`config.mk`:
```
export PLATFORM = sky130hd
export DESIGN_NAME = mb_word_reader
export DESIGN_NICKNAME = d
export VERILOG_FILES = /design/src/rtl/mb_word_reader.sv
export SDC_FILE = /design/constraint.sdc
export NUM_CORES = 1
export LEC_CHECK = 0
export CAP_MARGIN = 10
export CORE_MARGIN = 8
export CORE_UTILIZATION = 51
export DETAILED_ROUTE_END_ITERATION = 7
export PLACE_DENSITY_LB_ADDON = 0.25
export SLEW_MARGIN = 20
export SYNTH_ARGS = -nofsm -noshare
export SYNTH_HDL_FRONTEND = slang
export SYNTH_SLANG_ARGS = --single-unit
```
`constraint.sdc`:
```
create_clock -name clk -period 5.9 [get_ports clk]
set_clock_uncertainty 0.15 [all_clocks]
set_input_delay 1.18 -clock clk [delete_from_list [all_inputs] [get_ports clk]]
set_output_delay 1.18 -clock clk [all_outputs]
set_load 0.005 [all_outputs]
```
`src/rtl/mb_word_reader.sv`:
```
// mb_word_reader
// ---------------------------------------------------------------------------
// Upstream feeder for the macroblock fetch stage. A start request latches the
// macroblock coordinates, computes the base word address and issues MB_WORDS
// pipelined word reads (Y, then U, then V) to the frame memory port, keeping at
// most MAX_OUT reads outstanding. Returned words are forwarded in order to the
// fetch stage one register stage after the memory returns them. A one-cycle
// fetch_start_o pulse is raised with the first request so the fetch stage is
// already waiting when the first word arrives.
//
// Ports
//   clk, rst        clock, synchronous active-high reset
//   start_i         start request, sampled only while idle
//   mb_x_i, mb_y_i  macroblock column / row, latched on accept
//   busy_o          transfer in progress (including the done_o cycle)
//   done_o          one-cycle pulse with the last data_valid_o
//   fetch_start_o   one-cycle start pulse to the fetch stage
//   mem_req_o       read request valid
//   mem_addr_o      read word address, held while a request waits for a grant
//   mem_gnt_i       request accepted this cycle
//   mem_rvalid_i    read data valid (in-order responses)
//   mem_rdata_i     read data
//   data_word_o     forwarded word (byte 0 is the leftmost pixel)
//   data_valid_o    data_word_o valid, no backpressure
// ---------------------------------------------------------------------------
module mb_word_reader #(
  parameter int ROW_MB_NUM = 22,
  parameter int MB_WORDS   = 96,
  parameter int MAX_OUT    = 4
) (
  input  logic        clk,
  input  logic        rst,
  input  logic        start_i,
  input  logic [5:0]  mb_x_i,
  input  logic [5:0]  mb_y_i,
  output logic        busy_o,
  output logic        done_o,
  output logic        fetch_start_o,
  output logic        mem_req_o,
  output logic [31:0] mem_addr_o,
  input  logic        mem_gnt_i,
  input  logic        mem_rvalid_i,
  input  logic [31:0] mem_rdata_i,
  output logic [31:0] data_word_o,
  output logic        data_valid_o
);

  typedef enum logic [1:0] {
    IDLE,
    ISSUE,
    DRAIN
  } state_t;

  localparam logic [6:0] LAST_WORD = 7'(MB_WORDS - 1);
  localparam logic [3:0] OUT_LIMIT = 4'(MAX_OUT);

  state_t      state;
  logic [6:0]  issued;
  logic [6:0]  received;
  logic [3:0]  outstanding;

  logic        grant;
  logic        accept_rsp;
  logic        last_grant;
  logic        last_rsp;
  logic [3:0]  outstanding_nxt;
  logic [31:0] base_calc;

  // NOTE: every signal assigned in always_comb gets a default first, so no
  // path through the block can leave it unassigned and infer a latch.
  always_comb begin
    grant      = mem_req_o & mem_gnt_i;
    // A response with nothing outstanding is stale (e.g. issued before a
    // reset) and must not be forwarded or counted.
    accept_rsp = mem_rvalid_i & (outstanding != 4'd0);
    last_grant = grant & (issued == LAST_WORD);
    last_rsp   = accept_rsp & (received == LAST_WORD);

    outstanding_nxt = outstanding;
    if (grant && !accept_rsp) begin
      outstanding_nxt = outstanding + 4'd1;
    end else if (!grant && accept_rsp) begin
      outstanding_nxt = outstanding - 4'd1;
    end

    // 32-bit unsigned, wraps silently.
    base_calc = (32'(mb_y_i) * 32'(ROW_MB_NUM) + 32'(mb_x_i)) * 32'(MB_WORDS);
  end

  // All outputs are registers. mem_req_o is computed from the next-cycle
  // outstanding count, so a slot freed by a response is usable one cycle
  // later, and mem_addr_o steps by one on every grant.
  // NOTE: sequential state uses non-blocking assignments only, so every
  // register samples the pre-edge values regardless of statement order.
  always_ff @(posedge clk) begin
    if (rst) begin
      state         <= IDLE;
      issued        <= '0;
      received      <= '0;
      outstanding   <= '0;
      busy_o        <= 1'b0;
      done_o        <= 1'b0;
      fetch_start_o <= 1'b0;
      mem_req_o     <= 1'b0;
      mem_addr_o    <= '0;
      data_word_o   <= '0;
      data_valid_o  <= 1'b0;
    end else begin
      fetch_start_o <= 1'b0;
      done_o        <= 1'b0;
      data_valid_o  <= accept_rsp;
      if (accept_rsp) begin
        data_word_o <= mem_rdata_i;
      end

      case (state)
        IDLE: begin
          mem_req_o <= 1'b0;
          if (start_i) begin
            state         <= ISSUE;
            issued        <= '0;
            received      <= '0;
            outstanding   <= '0;
            busy_o        <= 1'b1;
            fetch_start_o <= 1'b1;
            mem_req_o     <= 1'b1;
            mem_addr_o    <= base_calc;
          end else begin
            // busy_o stays high through the done_o cycle and drops here.
            busy_o <= 1'b0;
          end
        end

        ISSUE: begin
          outstanding <= outstanding_nxt;
          if (grant) begin
            issued     <= issued + 7'd1;
            mem_addr_o <= mem_addr_o + 32'd1;
          end
          if (accept_rsp) begin
            received <= received + 7'd1;
          end
          if (last_grant) begin
            state     <= DRAIN;
            mem_req_o <= 1'b0;
          end else begin
            mem_req_o <= (outstanding_nxt < OUT_LIMIT);
          end
        end

        DRAIN: begin
          mem_req_o   <= 1'b0;
          outstanding <= outstanding_nxt;
          if (accept_rsp) begin
            received <= received + 7'd1;
          end
          if (last_rsp) begin
            state  <= IDLE;
            done_o <= 1'b1;
          end
        end

        default: begin
          state     <= IDLE;
          mem_req_o <= 1'b0;
        end
      endcase
    end
  end

endmodule

```
Yosys cells after proc, flatten, opt, wreduce, memory -nomap -nowiden --
Index checks and enable logic that the tools add are counted.
Word-level totals: register bits 89, word-level logic and storage cells 70, output and inout bits 69, bits of input ports 49
Cells by class: equal/unequal tests 9, multiply operators 2, reduce and logical (&&, ||, !) cells 15, multiplexer cells 20, $add $sub $neg 6, order comparisons 1, bitwise operators 6
Operators with widths (number):
- $mux 32 | 2
- $pmux 32 s2 | 1
- $add 32x1->32 const B | 1
- $pmux 7 s2 | 2
- $mux 7 | 3
- $add 7x1->7 const B | 2
- $eq 7x7->1 const B | 2
- $mul 12x2->14 const B | 1
- $add 11x6->12 | 1
- $mux 4 | 3
- $mul 6x4->10 const B | 1
- $reduce_and 3->1 | 3
- $ne 2x2->1 const B | 4
- $pmux 4 s2 | 1
- $mux 2 | 3
- $pmux 2 s3 | 1
- $reduce_or 2->1 | 3
- $add 4x1->4 const B | 1
- $and 1x1->1 | 4
- $lt 4x3->1 const B | 1
- $reduce_bool 2->1 | 2
- $reduce_bool 4->1 | 1
- $sub 4x1->4 const B | 1
- $mux 1 | 3
- 9 further kinds | 12

Longest topological paths before layout --
word-level depth 8, mapped depth 18, mapped depth without buffers 18

Least setup slack after synthesis --
No wires, ideal clock.
path type input -> register, start point input port mb_y_i[1], end point register mem_addr_o[17], slack 937 ps, buffers on the path 0, data arrival time 4684 ps, cell stages on the path 17, required time 5621 ps, library setup time 129 ps, cell sequence ha_1 -> fa_1 -> ha_1 -> xnor2_1 -> ha_1 -> o21a_1 -> o31a_1 -> nor2_1 -> or4_1 -> xor2_1 -> ha_1 -> a21o_1 -> a21oi_1 -> o31ai_1 -> a21oi_1 -> a211o_1 -> nand3_1
Between the ends: longest elaborated chain between the ends 5
Ends and longest elaborated chain:
- start, declared | line 35 | input logic [5:0] mb_y_i,
- $mul 6x4->10 | line 87 | base_calc = (32'(mb_y_i) * 32'(ROW_MB_NUM) + 32'(mb_x_i)) * 32'(MB_WORDS);
- $add 11x6->12 | line 87
- $mul 12x2->14 | line 87
- $mux 32 | line 119 | if (start_i) begin
- $pmux 32 s2 | line 116 | case (state)
- end signal, assigned | line 127 | mem_addr_o <= base_calc;
- end signal, assigned | line 138 | mem_addr_o <= mem_addr_o + 32'd1;
- end, declared | line 40 | output logic [31:0] mem_addr_o,
No other way between the ends. The select of a mux whose other input is x is not followed. A chain may end at the register's enable or synchronous reset.

Worst setup path in the final report --
Ends and elaborated chain as after synthesis.

==> results <==
- The initial DRC count is roughly 290.
- The initial core utilization is 0.518.
- The number of global-route vias before repair is 4935.
- The worst hold path belongs to the class reg -> reg.
- Along the worst path, the maximum fanout reaches 4.
- Of the post-synthesis cell area, the part taken by muxes is 0.00782.
- The number of inserted diodes is 0.
- The number of antenna violations at the first check in global routing is 0.
- Of the synthesized area, sequential elements account for 0.338.
- The count of buffers added on input and output ports is 117.
- The number of nets handed over by synthesis was 752.
- At the end of the flow the core is filled with cells to 0.660.
- The total setup violations reported at the end of the flow is 0.
- The detailed-route vias per instance is about 5.5.
- The routed design uses 989 µm of met3 wire.
- The layout overhead on the synthesized area is 27.4%.
- The highest ir drop seen on vdd is 0.000223 V.
- The detailed-route wire length is 13400 µm.
- The worst setup path is launched from an input pin.
- The type of element capturing the critical path is a register.
- The post-synthesis cell type count is between 60 and 70.
- The flow ran to the end, and the final reports show no timing, DRC or antenna violations.
- The setup path with the least slack is of type in -> reg.
- By area, the combinational part of the netlist is dominated by simple AND/OR/NAND/NOR gates.
- Counting flops with an async set or reset pin after synthesis yields a share of 0.
- The biggest area contributor in the post-synthesis netlist is sky130_fd_sc_hd__dfxtp_1.
- The complex-gate fraction of the synthesized area is 0.178.
- The tool flagged a number of max-cap violations equal to 0.
- The total count of max-transition violations in the final report is 0.
- The number of setup buffers added after CTS is 0.
- The half-perimeter wire length of the detailed placement result is approximately 10000 µm.
- Dividing the detail-routed wire length by the instance count gives 14.9 µm.
- The routed layout has between 4k and 5k vias.
- The floorplan step defined a die boundary enclosing 0.0139 mm².
- The count of synthesis-stage warnings from yosys is 0.
- The cts-stage hold buffer count is 0.
- Of the total synthesized cell area, the portion taken by AND, OR, NAND and NOR gates is 0.240.
- The actual transition at the worst max-transition pin is 0.765 ns.
- In the routed design, unresolved DRC markers number 0.
- Summing every instance area after synthesis gives 0.00528 mm².
- By area the synthesized netlist is led by sky130_fd_sc_hd__dfxtp_1, sky130_fd_sc_hd__ha_1, sky130_fd_sc_hd__nand2_1, sky130_fd_sc_hd__a21oi_1, sky130_fd_sc_hd__xor2_1.
- CTS built an H-tree with a depth of 3.
- The maximum number of pins on one net before global-route repair is 71.
- The share of the synthesized area in the top cell type is 0.338.
- Yosys mapped a number of flops with a built-in enable equal to 0.
- The hold violation count in the final report is 0.
- The first global-routing pass estimated 22900 µm of wire.
- The signal arrival time at the worst endpoint is approximately 5.6 ns.
- In this run the static leakage power is 2.50 nW.
- The adder-cell share of the synthesized area is 0.119.
- Dividing total power by cell area gives a power density of 374 mW/mm².
- The longest clock path from root to sink contains 2 buffers.
- The smallest clock period supported by the final layout is computed as 5.48 ns.
- The antenna violation net count after detailed routing is 0.
- The combined global-route utilization of all metal layers is 0.192.
- The clock-pin slew on the worst setup and hold paths is around 0.10 ns.
- CTS placed an instance of sky130_fd_sc_hd__clkbuf_8 at the clock tree root.
- The horizontal extent of the die is 118 µm.
- The number of clock sinks is about 90.
- The number of clock buffers added by TritonCTS is 9.
- Counting every instance in the synthesized netlist gives 656.
- The post-synthesis average cell area is 8.05 µm².
- In this run the core area contains 37 standard-cell rows.
- After the last flow step, the layout net total stands at 856.
- The met1 routed wirelength after detailed routing is 5880 µm.
- The post-CTS resize count is 0.
- The clock network latency to the later pin of the worst-skew pair is between 0.3 and 0.4 ns.
- The first detailed-routing pass took 5 iterations.
- TritonCTS built the clock tree.
- The worst pin sits at a relative slew slack of 0.488.
- The xor/xnor cell area share of the yosys netlist is 0.0780.
- Among all flip-flop cells after synthesis, the most frequent one is sky130_fd_sc_hd__dfxtp_1.
- After detailed routing, the met2 layer carries approximately 6300 µm of wire.
- The synthesis-stage register bit count is just under 90.
- Setup repair after global routing left no endpoint under its margin.
- The die is approximately 120 µm tall.
- Ranked by instance count, the synthesized netlist is headed by sky130_fd_sc_hd__nand2_1, sky130_fd_sc_hd__dfxtp_1, sky130_fd_sc_hd__a21oi_1.
- The fraction of final layout cells sized beyond drive strength 1 is 0.0431.
- The worst endpoint required time is roughly 6.0 ns.
- In this run the count of I/O pins placed on the die edge is 118.
- In the finished design, the share of the clock period the worst path needs comes to 0.929.
- The uppermost metal layer occupied by signal nets is met4.
- For this run the aggregate overflow at the end of global routing stands at 0.
- The setup TNS after final layout is 0 ns.
- The placeable core area is between 0.01 and 0.015 mm².
- The most common cell in the synthesized netlist is sky130_fd_sc_hd__nand2_1.
- The congestion estimate from routability-driven global placement came to 0.901.
- Based on the critical path, the design can be clocked at up to 182 MHz.
## cells in the final DEF (no fill, tap or decap), drive strengths merged, types with 19 or more instances in the layout
master         netlist  final
nand3               19     19
o21ai               20     20
inv                 26     29
a21oi               67     67
dfxtp               89     89
clkdlybuf4s50        0    116
ha                  42     42
nor2                65     65
xor2                29     29
nand2              102    102
## metal layers
metal | track usage | vias to the layer above
met5 | 0 | -
met4 | 0.0592 | 0
met3 | 0.0638 | 16
met2 | 0.323 | 133
met1 | 0.225 | 2299
li1 | - | 2506
## metrics by stage
step	power, mW	instance area (µm²)	setup WS [ns]	hold slack [ns]	std cells
after floorplan	1.71	5280	0.937	0.299	656
after global placement	2.03	6530	0.285	0.292	885
after detailed placement	2.10	6530	0.112	0.299	885
after CTS	2.50	6710	0.466	0.311	901
after global routing	2.71	6730	0.165	0.333	901
final	2.51	6730	0.420	0.308	901
## power breakdown
part           switching [mW]  internal, mW
sequential             0.0689         0.670
combinational           0.782         0.593
clock                   0.238         0.161
total                    1.09          1.42
## registers in the layout, summed over array words and instances (netlist names)
register / cells
outstanding: 4
data_valid_o: 1
done_o: 1
busy_o: 1
issued: 7
mem_addr_o: 32
state: 2
fetch_start_o: 1
data_word_o: 32
received: 7
mem_req_o: 1
## kinds of logic (layout without fill, tap and decap cells)
kind of cell | count (synthesis) | after routing
adders and majority gates | 47 | 47
and+or+nand+nor | 266 | 266
AOI/OAI and AO/OA | 150 | 150
xor gates and xnor gates | 47 | 47
DFF | 89 | 89
buffers and inverters | 53 | 162
muxes | 4 | 4
## worst max-delay path: stages
cell,delay (ns)
sky130_fd_sc_hd__clkdlybuf4s50_1,0.46
sky130_fd_sc_hd__ha_1,0.34
sky130_fd_sc_hd__fa_1,0.47
sky130_fd_sc_hd__ha_1,0.37
sky130_fd_sc_hd__xnor2_1,0.16
sky130_fd_sc_hd__ha_1,0.33
sky130_fd_sc_hd__o21a_1,0.14
sky130_fd_sc_hd__o31a_1,0.15
sky130_fd_sc_hd__nor2_1,0.07
sky130_fd_sc_hd__or4_1,0.44
sky130_fd_sc_hd__xor2_1,0.18
sky130_fd_sc_hd__ha_1,0.38
sky130_fd_sc_hd__a21o_1,0.20
sky130_fd_sc_hd__a21oi_1,0.18
sky130_fd_sc_hd__o31ai_1,0.10
sky130_fd_sc_hd__a21oi_1,0.21
sky130_fd_sc_hd__a211o_1,0.13
sky130_fd_sc_hd__nand3_1,0.06
## layout make-up
class                   instances  area, µm²
inverters                      26       97.6
flip-flops and latches         89       1780
clock buffers                   9        124
repair buffers                120       1190
clock inverters                 7       63.8
well taps                     136        170
fillers                       859       3460
multi-input cells             514       3300
## path summary, 6_finish.rpt
kind	startpoint	end	slack [ns]	depth (start not counted)
hold / removal	data_word_o[11]$_SDFFE_PP0P_	data_word_o[11]$_SDFFE_PP0P_	0.31	2
hold reg to reg	data_word_o[11]$_SDFFE_PP0P_	data_word_o[11]$_SDFFE_PP0P_	0.31	2
setup reg to reg	state[1]$_SDFFE_PP0P_	mem_addr_o[30]$_SDFFE_PP0P_	2.84	9
setup / recovery	mb_y_i[1]	mem_addr_o[17]$_SDFFE_PP0P_	0.42	18
Power figures use the tool's default switching activity.
